File: config.mk
export PLATFORM = sky130hd
export DESIGN_NAME = serial_add_sequencer
export DESIGN_NICKNAME = d
export VERILOG_FILES = /design/src/rtl/serial_add_sequencer_pkg.sv /design/src/rtl/serial_add_sequencer_nibble_adder.sv /design/src/rtl/serial_add_sequencer.sv
export SDC_FILE = /design/constraint.sdc
export NUM_CORES = 1
export LEC_CHECK = 0
export ABC_CLOCK_PERIOD_IN_PS = 2900
export BUFFER_PORTS_ARGS = -buffer_cell sky130_fd_sc_hd__buf_2
export CAP_MARGIN = 40
export CORE_UTILIZATION = 50
export DETAILED_ROUTE_END_ITERATION = 8
export GPL_ROUTABILITY_DRIVEN = 0
export PLACE_DENSITY = 0.75
export SLEW_MARGIN = 20
export SYNTH_ARGS = -nofsm -noshare
export SYNTH_HDL_FRONTEND = slang
export SYNTH_SLANG_ARGS = --single-unit
File: constraint.sdc
create_clock -name clk -period 2.9 [get_ports clk]
set_input_delay 0.145 -clock clk [delete_from_list [all_inputs] [get_ports clk]]
set_output_delay 0.145 -clock clk [all_outputs]
set_load 0.005 [all_outputs]
File: src/rtl/serial_add_sequencer_pkg.sv
// rtl/serial_add_sequencer_pkg.sv - shared constants and FSM encoding for the nibble-serial adder
package serial_add_sequencer_pkg;

    localparam int NIB_W = 4;

    typedef enum logic [1:0] {
        ST_IDLE = 2'd0,
        ST_RUN  = 2'd1,
        ST_DONE = 2'd2
    } state_e;

endpackage

File: src/rtl/serial_add_sequencer_nibble_adder.sv
// rtl/serial_add_sequencer_nibble_adder.sv - 4-bit ripple-carry adder slice
module nibble_adder
    import serial_add_sequencer_pkg::*;
(
    input  logic [NIB_W-1:0] a_i,
    input  logic [NIB_W-1:0] b_i,
    input  logic             c_i,
    output logic [NIB_W-1:0] s_o,
    output logic             c_o
);

    logic c;

    always_comb begin
        c   = c_i;
        s_o = '0;
        for (int k = 0; k < NIB_W; k++) begin
            s_o[k] = a_i[k] ^ b_i[k] ^ c;
            c      = (a_i[k] & b_i[k]) | (c & (a_i[k] ^ b_i[k]));
        end
        c_o = c;
    end

endmodule

File: src/rtl/serial_add_sequencer.sv
// rtl/serial_add_sequencer.sv - W-bit add/subtract computed one nibble per cycle on a shared slice
module serial_add_sequencer
    import serial_add_sequencer_pkg::*;
#(
    parameter  int NIBBLES = 4,
    localparam int W       = NIB_W * NIBBLES
) (
    input  logic         clk,
    input  logic         rst,
    input  logic         in_valid,
    output logic         in_ready,
    input  logic [W-1:0] a,
    input  logic [W-1:0] b,
    input  logic         sub,
    input  logic         cin,
    output logic         out_valid,
    input  logic         out_ready,
    output logic [W-1:0] sum,
    output logic         cout,
    output logic         ovf,
    output logic         busy
);

    localparam int                IDX_W    = (NIBBLES > 1) ? $clog2(NIBBLES) : 1;
    localparam logic [IDX_W-1:0]  LAST_IDX = IDX_W'(NIBBLES - 1);

    state_e           state_q;
    logic [IDX_W-1:0] idx_q;
    logic [W-1:0]     a_q;
    logic [W-1:0]     b_q;
    logic [W-1:0]     sum_q;
    logic [W-1:0]     sum_d;
    logic             carry_q;
    logic             cout_q;
    logic             ovf_q;

    logic [NIB_W-1:0] a_nib;
    logic [NIB_W-1:0] b_nib;
    logic [NIB_W-1:0] s_nib;
    logic             slice_co;

    // Operands shift right each RUN cycle, so the slice always sees the current nibble at the bottom.
    assign a_nib = a_q[NIB_W-1:0];
    assign b_nib = b_q[NIB_W-1:0];
    assign sum_d = (sum_q >> NIB_W) | (W'(s_nib) << (W - NIB_W));

    nibble_adder u_slice (
        .a_i (a_nib),
        .b_i (b_nib),
        .c_i (carry_q),
        .s_o (s_nib),
        .c_o (slice_co)
    );

    always_ff @(posedge clk) begin
        if (rst) begin
            state_q <= ST_IDLE;
            idx_q   <= '0;
            a_q     <= '0;
            b_q     <= '0;
            sum_q   <= '0;
            carry_q <= 1'b0;
            cout_q  <= 1'b0;
            ovf_q   <= 1'b0;
        end else begin
            unique case (state_q)
                ST_IDLE: begin
                    if (in_valid) begin
                        a_q     <= a;
                        b_q     <= sub ? ~b : b;
                        carry_q <= sub ? 1'b1 : cin;
                        idx_q   <= '0;
                        state_q <= ST_RUN;
                    end
                end
                ST_RUN: begin
                    a_q     <= a_q >> NIB_W;
                    b_q     <= b_q >> NIB_W;
                    sum_q   <= sum_d;
                    carry_q <= slice_co;
                    idx_q   <= idx_q + 1'b1;
                    if (idx_q == LAST_IDX) begin
                        // The last nibble holds the operand and result sign bits.
                        cout_q  <= slice_co;
                        ovf_q   <= (a_nib[NIB_W-1] == b_nib[NIB_W-1]) &&
                                   (s_nib[NIB_W-1] != a_nib[NIB_W-1]);
                        idx_q   <= '0;
                        state_q <= ST_DONE;
                    end
                end
                ST_DONE: begin
                    if (out_ready) begin
                        state_q <= ST_IDLE;
                    end
                end
                default: state_q <= ST_IDLE;
            endcase
        end
    end

    assign in_ready  = (state_q == ST_IDLE);
    assign out_valid = (state_q == ST_DONE);
    assign busy      = (state_q != ST_IDLE);
    assign sum       = sum_q;
    assign cout      = cout_q;
    assign ovf       = ovf_q;

endmodule

# Yosys cells after proc, flatten, opt, wreduce, memory -nomap -nowiden
# Cells that the tools add are included.
word_totals:
  reg_bits: 55
  latchBits: 0
  mem_bits_rw: 0
  rom_bits: 0
  input_bits: 38
  out_inout_bits: 21
  word_cells: 61
  n_memories: 0
op_classes:
  n_addsub: 1
  n_mul: 0
  div: 0
  n_lt_le_gt_ge: 0
  n_eq_ne: 8
  shift: 0
  mux: 15
  bitwise_logic: 22
  n_reduce_logical: 7
ops:
  columns: ["cell", "n"]
  rows:
  - ["$pmux W16 S2", 2]
  - ["$mux W16", 3]
  - ["$not A16 Y16", 1]
  - ["$or A12 B16 Y16", 1]
  - ["$mux W2", 5]
  - ["$and A1 B1 Y1", 8]
  - ["$xor A1 B1 Y1", 8]
  - ["$pmux W2 S3", 1]
  - ["$eq A2 B2 Y1 const B", 2]
  - ["$ne A2 B2 Y1 const B", 2]
  - ["$or A1 B1 Y1", 4]
  - ["$pmux W2 S2", 1]
  - ["$reduce_and A2 Y1", 2]
  - ["$reduce_bool A2 Y1", 2]
  - ["$reduce_and A3 Y1", 1]
  - ["$add A2 B1 Y2 const B", 1]
  - ["$eq A2 B1 Y1 const B", 1]
  - ["$logic_not A2 Y1", 1]
  - ["$mux W1", 2]
  - ["$ne A2 B1 Y1 const B", 1]
  - ["$pmux W1 S2", 1]
  - ["$eq A1 B1 Y1", 1]
  - ["$logic_and A1 B1 Y1", 1]
  - ["$ne A1 B1 Y1", 1]

# Logic depth before layout (Yosys ltp)
# Gate-level depths: netlist of the first run.
depth:
  depth_word: 10
  depth_mapped: 10
  ltp_nobuf: 10

# By module
# A second synthesis of the first run with hierarchy kept.
unflattened:
  cells_unflattened: 302
  hier_area_um2: 2587.5
by_module_without_submodules:
  columns: ["module", "n_inst", "cells_each", "area_per_inst_um2", "seq_area_each_um2"]
  rows:
  - ["serial_add_sequencer", 1, 288, 2469.9, 1101.1]
  - ["nibble_adder", 1, 14, 117.6, 0.0]

# Least setup slack after synthesis of the first run
# Ideal clock, no wire load.
synth_path:
  path_kind: "register -> register"
  from: "register a_q[0]"
  to: "register ovf_q, in the netlist ovf"
  setup_time_ns: 0.070
  t_arrival_ns: 2.372
  t_required_ns: 2.830
  path_slack_ns: 0.458
  path_stages_with_launch: 11
  path_buffers: 0
  period_less_slack_ns: 2.442
  cell_sequence: "dfxtp_1 fa_1 inv_1 fa_1 inv_1 fa_1 inv_1 fa_1 xor2_1 or3_1 a21oi_1"
synth_between:
  elab_chain_len: 10
  elab_cells_between_ends: 11
  classes_between: "1 x eq/ne; 9 x bitwise; 1 x reduce/logical"
synth_rtl:
  columns: ["element", "line", "rtl"]
  rows:
  - ["start: declaration", "serial_add_sequencer.sv:29", "logic [W-1:0] a_q;"]
  - ["start signal: assignment", "serial_add_sequencer.sv:77", "a_q <= a_q >> NIB_W;"]
  - ["$xor A1 B1 Y1", "serial_add_sequencer_nibble_adder.sv:19", "c = (a_i[k] & b_i[k]) | (c & (a_i[k] ^ b_i[k]));"]
  - ["$and A1 B1 Y1", "serial_add_sequencer_nibble_adder.sv:19", null]
  - ["$or A1 B1 Y1 (*)", "serial_add_sequencer_nibble_adder.sv:19", null]
  - ["$and A1 B1 Y1 (*)", "serial_add_sequencer_nibble_adder.sv:19", null]
  - ["$or A1 B1 Y1 (*)", "serial_add_sequencer_nibble_adder.sv:19", null]
  - ["$and A1 B1 Y1 (*)", "serial_add_sequencer_nibble_adder.sv:19", null]
  - ["$or A1 B1 Y1 (*)", "serial_add_sequencer_nibble_adder.sv:19", null]
  - ["$xor A1 B1 Y1 (*)", "serial_add_sequencer_nibble_adder.sv:18", "s_o[k] = a_i[k] ^ b_i[k] ^ c;"]
  - ["$ne A1 B1 Y1 (*)", "serial_add_sequencer.sv:86", "(s_nib[NIB_W-1] != a_nib[NIB_W-1]);"]
  - ["$logic_and A1 B1 Y1 (*)", "serial_add_sequencer.sv:85", "ovf_q <= (a_nib[NIB_W-1] == b_nib[NIB_W-1]) &&"]
  - ["end signal: assignment", "serial_add_sequencer.sv:85", null]
  - ["end: declaration", "serial_add_sequencer.sv:35", "logic ovf_q;"]
# Mark *: on every way between the ends. The rest lies on a longest branch, timed or not.
# A chain may end at the register's enable or synchronous reset.

# Final worst setup path of the first run
# Same ends and word-level chain as after synthesis.

==> results.toml, run 1 <==
[outcome]
status = "finished clean"

[layout]
multiInputGateArea_sq_um = 1240
final_common_cell = "buf_2"
n_antenna_cell = 0
final-instance-count-excl-fill = 405
nNetsFinal = 381
final_cell_mix = "buf_2 (58), dfxtp_1 (55), nor2_1 (43), a21oi_1 (41), nand2_1 (31)"
seq_area_sq_um = 1100
drive_gt1_share_pct = 27.2
fillers = 441
syn_to_final_growth_pct = 14.7

[timing]
hold_viol = 0
relSlewSlack_pct = 47.9
worst_clock_skew_ps = 3.58
tightest_slew_ps = 781
fin_crit_ps = 2550
slew_violations = 0
fin_setup_tns_ps = 0
setup_viol = 0
rsz0062_at_grt = "no"
max_clock_freq_ghz = 0.391
period_share_pct = 88.1

[hold_path]
min-delay-path-class = "in2reg"
hold_path_end = "a_q[13]"
min_from = "a[13]"
min_path_cells = 3

[clock_network]
htree_num_levels = 2
cts_inserted_buffers = 5
cts_resized = 0
path_clk_slew_ps = 90
clock_latency_ps = 300
post_cts_buffers = 0
cts.sinks = 55
cts-hold-fix-buffers = 0
cts_tree = "built"
root_buffer = "clkbuf_8"
cts.path.max_buffers = 2

[global_route]
grt_remaining_overflow = 0
grt_antenna_before_repair = 0
grt_pass1_wl_mm = 8.66
grt_max_degree = 39
grt_usage_pct = 21.2
first_global_vias = 1905

[floorplan]
io_pins = 59
fp.dieH_um = 73.2
die_area_sq_um = 5360
core-area_sq_um = 4790
fp.dieW_um = 73.2
start_util_pct = 52.9
num_rows = 25

[synth]
syn_avg_cell_area_sq_um = 8.71
synth-xor-area-share_pct = 5.88
synth.area.top_cells = "dfxtp_1 (43%), a21oi_1 (8.1%), nor2_1 (6.4%), o221a_2 (5.3%), nand2_1 (4.6%)"
synth-warning-count = 0
synth_fa_ha_area_share_pct = 4.15
synth.area.mux_share_pct = 0
synth_area_sq_um = 2530
yosys.area_share.simple_pct = 15.4
syn_nets = 335
ys_ff_latch = 55
syn_inst = 291
synth_top_area_cell = "dfxtp_1"
synth_compound_area_share_pct = 23.5
yosys.cell_types.count = 32
synth_top_area_share_pct = 43.5
synth_top_family_by_area = "compound AO/OA/AOI/OAI gates"
yosysSeqAreaShare_pct = 43.5

[worst_setup_path]
cp.arrival_ps = 2790
r2r-end = "ovf"
reg2reg_depth = 10
r2r-start = "a_q[0]"
critPathRequiredTime_ps = 3140
critical_path_class = "reg2reg"
r2r_setup_slack_ps = 350
cp_max_fo = 3
cp-end-kind = "flop"
start_kind = "flop"

[drt]
viasPerCell = 5.27
drcViolationCount = 0
ant_nets = 0
dr.pass1.iters = 4
wire_per_inst_um = 12.9
wl_mm = 5.24
dr.first_iter.drc_count = 92
vias = 2133

[pwr]
peakVddDrop_uv = 351
power.leakage_nw = 1.24
p_per_area_nw_per_um2 = 514

[place]
place_hpwl_mm = 3.64
portBuffers = 58
placed_cells = 397

[job]
max_cap_violations = 0
[cell usage after synthesis (all sizes together)]
cell type  count
a211oi         2
a21oi         41
a221o         12
a22oi          9
a311oi         1
and2b          1
buf           15
clkbuf         9
dfxtp         55
fa             4
ha             2
inv           19
nand2         31
nand2b         3
nand3b         1
nor2          43
nor2b          3
nor3           1
nor3b          1
o21bai         1
o221a         12
o22a           3
or2            1
or3            2
or4b           2
xnor2         12
xor2           5
[through the flow]
stage	setup WS, ps	util [%]	power, W	cell area [sq um]	hold slack, ps
after CTS	337	60.7	0.00150	2910	75.3
after floorplan	458	-	0.00103	2530	293
after detailed placement	358	59.0	0.00111	2820	389
after global routing	252	60.7	0.00158	2910	83.2
after global placement	414	59.0	0.00110	2820	380
final	345	60.7	0.00149	2910	75.0
[layer usage]
layer | part of all wire, % | vias to the layer above | track usage [%] | wire (um)
met1 | 46 | 966 | 27.4 | 2430
met3 | 5.3 | 8 | 4.70 | 280
li1 | - | 1093 | - | -
met5 | 0 | - | 0 | 0
met2 | 46 | 66 | 34.8 | 2430
met4 | 1.9 | 0 | 7.41 | 97
[final cells by class]
cell class              instances  share of cell area, %
clock inverters                 1                  0.172
multi-input cells             193                   42.7
clock buffers                   7                   2.63
repair buffers                 63                   11.3
inverters                      19                   2.45
well taps                      67                   2.89
flip-flops and latches         55                   37.9
[worst max-delay path by stage]
| stage | from | end | cells past startpoint |
|---|---|---|---|
| 2_1_floorplan | a_q[0] | ovf | 10 |
| 3_3_place_gp | a_q[0] | ovf | 10 |
| 3_5_place_dp | a_q[0] | ovf | 10 |
| 4_1_cts | a_q[0] | ovf | 10 |
| 5_1_grt | a_q[0] | ovf | 10 |
| 6_report | a_q[0] | ovf | 10 |
[critical path, cell delays in order (launching register included)]
cell	delay [ps]
dfxtp_1	350
fa_1	420
inv_1	70
fa_1	150
inv_1	50
fa_1	350
inv_1	70
fa_1	430
xor2_1	150
or3_1	300
a21oi_1	140
[logic make-up after synthesis]
family                     count (synthesis)
buffers and inverters                     43
and+or+nand+nor                           89
xor gates and xnor gates                  17
AOI/OAI and AO/OA                         81
DFF                                       55
adders and majority gates                  6
[state kept, by name, summed over array words and instances, names as in the netlist]
register / cells
a_q: 16
state_q: 2
carry_q: 1
b_q: 16
sum: 16
cout: 1
idx_q: 2
ovf: 1
[report_power, final]
group	leakage, nW	switching (W)	internal (W)
combinational	0.751	0.000126	0.000117
sequential	0.451	0.0000398	0.000805
clock	0.0422	0.000233	0.000170
total	1.24	0.000400	0.00109
Note: power is estimated with default switching activity, not from simulation.
==> run 2, diff against run 1 <==
--- a/config.mk
+++ b/config.mk
@@ -9,6 +9,7 @@
 export BUFFER_PORTS_ARGS = -buffer_cell sky130_fd_sc_hd__buf_2
 export CAP_MARGIN = 40
 export CORE_UTILIZATION = 50
+export CTS_BUF_LIST = sky130_fd_sc_hd__clkbuf_4 sky130_fd_sc_hd__clkbuf_8 sky130_fd_sc_hd__clkbuf_16
 export DETAILED_ROUTE_END_ITERATION = 8
 export GPL_ROUTABILITY_DRIVEN = 0
 export PLACE_DENSITY = 0.75
==> run 2 against run 1 <==
Net effect: register-to-register slack about the same; first-iteration DRC count down 5.4%; hold slack worse by 0.57 ps; clock-buffer cell count unchanged; wire length up 0.53%; largest power group unchanged; core utilization up 0.16 points; via count up 0.80%; critical path depth unchanged; worst setup slack better by 1.1 ps; power up 1.6%; cell count unchanged.
==> results.toml, run 2 (synthesis gave the netlist of run 1 again) <==
[pwr]
power.total_w = 0.00152
peakVddDrop_uv = 356
p_per_area_nw_per_um2 = 521
power.leakage_nw = 1.25

[timing]
relSlewSlack_pct = 47.7
rsz0062_at_grt = "no"
worst_clock_skew_ps = 6.12
fin_setup_tns_ps = 0
hold_viol = 0
tightest_slew_ps = 783
fin_crit_ps = 2550
period_share_pct = 88.1
slew_violations = 0
max_clock_freq_ghz = 0.392
setup_viol = 0

[place]
placed_cells = 397
place_hpwl_mm = 3.64
portBuffers = 58

[worst_setup_path]
critPathRequiredTime_ps = 3140
critical_path_class = "reg2reg"
cp_max_fo = 3
r2r_setup_slack_ps = 350
cp.arrival_ps = 2790
start_kind = "flop"
cp-end-kind = "flop"

[floorplan]
fp.dieW_um = 73.2
start_util_pct = 52.9
die_area_sq_um = 5360
num_rows = 25
core-area_sq_um = 4790
fp.dieH_um = 73.2
io_pins = 59

[layout]
fillers = 443
n_antenna_cell = 0
final_common_cell = "buf_2"
final_cell_mix = "buf_2 (58), dfxtp_1 (55), nor2_1 (43), a21oi_1 (41), nand2_1 (31)"
final-instance-count-excl-fill = 405
final_core_util_pct = 60.9
nNetsFinal = 381
syn_to_final_growth_pct = 15.0
drive_gt1_share_pct = 27.8

[drt]
met2_length_mm = 2.44
ant_nets = 0
dr.pass1.iters = 4
met1Wirelength_mm = 2.50
top_layer_used = "met4"
drcViolationCount = 0
dr.first_iter.drc_count = 87
viasPerCell = 5.31
wl_met3_um = 232
wire_per_inst_um = 13.0
vias = 2150
wl_mm = 5.27

[job]
max_cap_violations = 0

[clock_network]
cts-hold-fix-buffers = 0
cts_inserted_buffers = 5
cts_tree = "built"
post_cts_buffers = 0
root_buffer = "clkbuf_8"
htree_num_levels = 2
cts.path.max_buffers = 2
cts.sinks = 55
clock_latency_ps = 300
cts_resized = 0
path_clk_slew_ps = 90

[global_route]
grt_usage_pct = 21.2
grt_pass1_wl_mm = 8.67
grt_remaining_overflow = 0
grt_max_degree = 39
first_global_vias = 1908
grt_antenna_before_repair = 0

[hold_path]
min-delay-path-class = "in2reg"

[outcome]
status = "finished clean"
## run 2: where the power goes
| group | switching [W] | internal, W | leakage (nW) |
|---|---|---|---|
| registers | 0.0000402 | 0.000805 | 0.451 |
| clock network | 0.000238 | 0.000189 | 0.0491 |
| logic | 0.000127 | 0.000117 | 0.751 |
| total | 0.000405 | 0.00111 | 1.25 |
## run 2: critical path: stages, from the launching register on
cell,delay [ps]
dfxtp_1,350
fa_1,420
inv_1,70
fa_1,150
inv_1,50
fa_1,350
inv_1,70
fa_1,430
xor2_1,150
or3_1,300
a21oi_1,140
## run 2: path summary, 6_finish.rpt
path | depth (start not counted) | endpoint | startpoint
setup / recovery | 10 | ovf | a_q[0]
hold / removal | 3 | a_q[12] | a[12]
setup reg to reg | 10 | ovf | a_q[0]
hold reg to reg | 2 | sum[3] | sum[3]
## run 2: cell type report
cell class | instances | area [sq um] | area share, %
Clock buffer | 7 | 83.8 | 2.88
Clock inverter | 1 | 5.00 | 0.172
Inverter | 19 | 71.3 | 2.45
Multi-Input combinational cell | 193 | 1240 | 42.6
Sequential cell | 55 | 1100 | 37.8
Tap cell | 67 | 83.8 | 2.88
Timing Repair Buffer | 63 | 328 | 11.3
## run 2: per-stage QoR
stage	worst slack, ps	hold slack (ps)	cell area, sq um
after floorplan	458	293	2530
after global placement	414	380	2820
after detailed placement	358	389	2820
after CTS	338	75.3	2910
after global routing	252	83.4	2910
final	346	74.5	2910
## run 2: per-layer routing
metal,global-route usage [%],vias up
li1,-,1089
met4,7.41,0
met3,4.70,8
met5,0,-
met1,27.6,993
met2,34.6,60
==> run 3, diff against run 2 <==
--- a/config.mk
+++ b/config.mk
@@ -8,6 +8,7 @@
 export ABC_CLOCK_PERIOD_IN_PS = 2900
 export BUFFER_PORTS_ARGS = -buffer_cell sky130_fd_sc_hd__buf_2
 export CAP_MARGIN = 40
+export CORE_ASPECT_RATIO = 0.8
 export CORE_UTILIZATION = 50
 export CTS_BUF_LIST = sky130_fd_sc_hd__clkbuf_4 sky130_fd_sc_hd__clkbuf_8 sky130_fd_sc_hd__clkbuf_16
 export DETAILED_ROUTE_END_ITERATION = 8
==> run 3 against run 2 <==
Net effect: register-to-register slack about the same; critical endpoint unchanged; largest cell class unchanged; sequential share of layout area down 0.35 points; clock power increased by 22%.
==> results.toml, run 3 (synthesis gave the netlist of run 1 again) <==
[outcome]
status = "finished clean"

[global_route]
grt_max_degree = 44
first_global_vias = 2016
use_met1_pct = 29.1
met2_usage_pct = 34.7
grt_remaining_overflow = 0
grt_pass1_wl_mm = 8.98
use_met3_pct = 4.86
grt_most_used_layer = "met2"
grt_usage_pct = 21.7
grt_antenna_before_repair = 0

[worst_setup_path]
cp-end-kind = "flop"
reg2reg_depth = 10
slowest_delay_ps = 430
r2r-start = "a_q[0]"
slowest_stage = "fa_1"
critical_path_class = "reg2reg"
path_buf_inv = 3
startpoint = "a_q[0]"
r2r-end = "ovf"
start_kind = "flop"
cp.arrival_ps = 2780
critPathRequiredTime_ps = 3140
critical_path.top_delay_family = "adder cells"
critPathMostFrequentCell = "fa_1"
path_cells = "fa_1, inv_1, fa_1, inv_1, fa_1, inv_1, fa_1, xor2_1, or3_1, a21oi_1"
cp_max_fo = 3
r2r_setup_slack_ps = 360

[clock_network]
cts.sinks = 55
cts_tree = "built"
path_clk_slew_ps = 100
cts.path.max_buffers = 2
post_cts_buffers = 0
cts_inserted_buffers = 5
cts-hold-fix-buffers = 0
htree_num_levels = 2
clock_latency_ps = 300
cts_resized = 0
root_buffer = "clkbuf_8"

[drt]
viasPerCell = 5.34
wire_per_inst_um = 13.1
vias = 2130
dr.pass1.iters = 4
dr.first_iter.drc_count = 93
drcViolationCount = 0
wl_mm = 5.24
ant_nets = 0

[layout]
final_common_cell = "buf_2"
final-instance-count-excl-fill = 399
syn_to_final_growth_pct = 16.0
final_cell_mix = "buf_2 (58), dfxtp_1 (55), nor2_1 (43), a21oi_1 (41), nand2_1 (31)"
drive_gt1_share_pct = 28.0
n_antenna_cell = 0
nNetsFinal = 382

[hold_path]
hold_path_end = "a_q[15]"
min_path_cells = 3
min_from = "a[15]"
min-delay-path-class = "in2reg"

[timing]
whs_ps = 68.2
rsz0062_at_grt = "no"
fin_crit_ps = 2540
slew_violations = 0
setup_viol = 0
relSlewSlack_pct = 50.2
period_share_pct = 87.6
fin_setup_tns_ps = 0
worst_clock_skew_ps = 7.29
hold_viol = 0
max_clock_freq_ghz = 0.394
tightest_slew_ps = 745

[pwr]
power.leakage_nw = 1.27
p_per_area_nw_per_um2 = 547
peakVddDrop_uv = 272

[floorplan]
start_util_pct = 53.5
num_rows = 22
core-area_sq_um = 4730
die_area_sq_um = 5360
fp.dieH_um = 65.7
fp.dieW_um = 81.6
io_pins = 59

[job]
max_cap_violations = 0

[place]
placed_cells = 391
place_hpwl_mm = 3.66
portBuffers = 58
==> run 3: changes by cell type in the layout (fill, tap and decap cells not counted) <==
cell	delta
clkbuf_4	-2
clkbuf_8	+1
buf_4	+1
bufinv_16	+1
==> run 3: final cells by class <==
cell class	instances	area [sq um]
clock buffer	6	82.6
clock inverter	2	35.0
fill	439	1790
inverter	19	71.3
multi-input combinational	193	1240
sequential	55	1100
tap	60	75.1
timing repair buffer	64	335
==> run 3: how the worst max path moves through the flow <==
stage	slack, ps	endpoint	cells past startpoint
finish	360	ovf	10
global route	210	ovf	10
CTS	340	ovf	10
detailed placement	370	ovf	10
global placement	410	ovf	10
floorplan	460	ovf	10
==> run 3: routing by layer <==
metal,wire [um],part of all wire (%)
met5,0,0
met1,2580,49
met3,276,5.3
met4,77,1.5
met2,2300,44
==> run 3: through the flow <==
stage               utilization (%)  cell area, sq um  setup WS [ps]  power (W)
finish                         62.1              2940            360    0.00161
global route                   62.1              2940            213    0.00169
CTS                            62.1              2940            339    0.00162
detailed placement             59.6              2820            365    0.00110
global placement               59.6              2820            409    0.00110
floorplan                         -              2530            458    0.00103
==> run 3: worst min-delay path, stage by stage <==
cell and delay (ps):
buf_2 80, a22oi_1 50, nor2_1 70
==> run 3: power by group <==
group	internal, W	switching (W)	leakage, nW
Combinational	0.000117	0.000126	0.756
Sequential	0.000805	0.0000391	0.451
Clock	0.000280	0.000243	0.0612
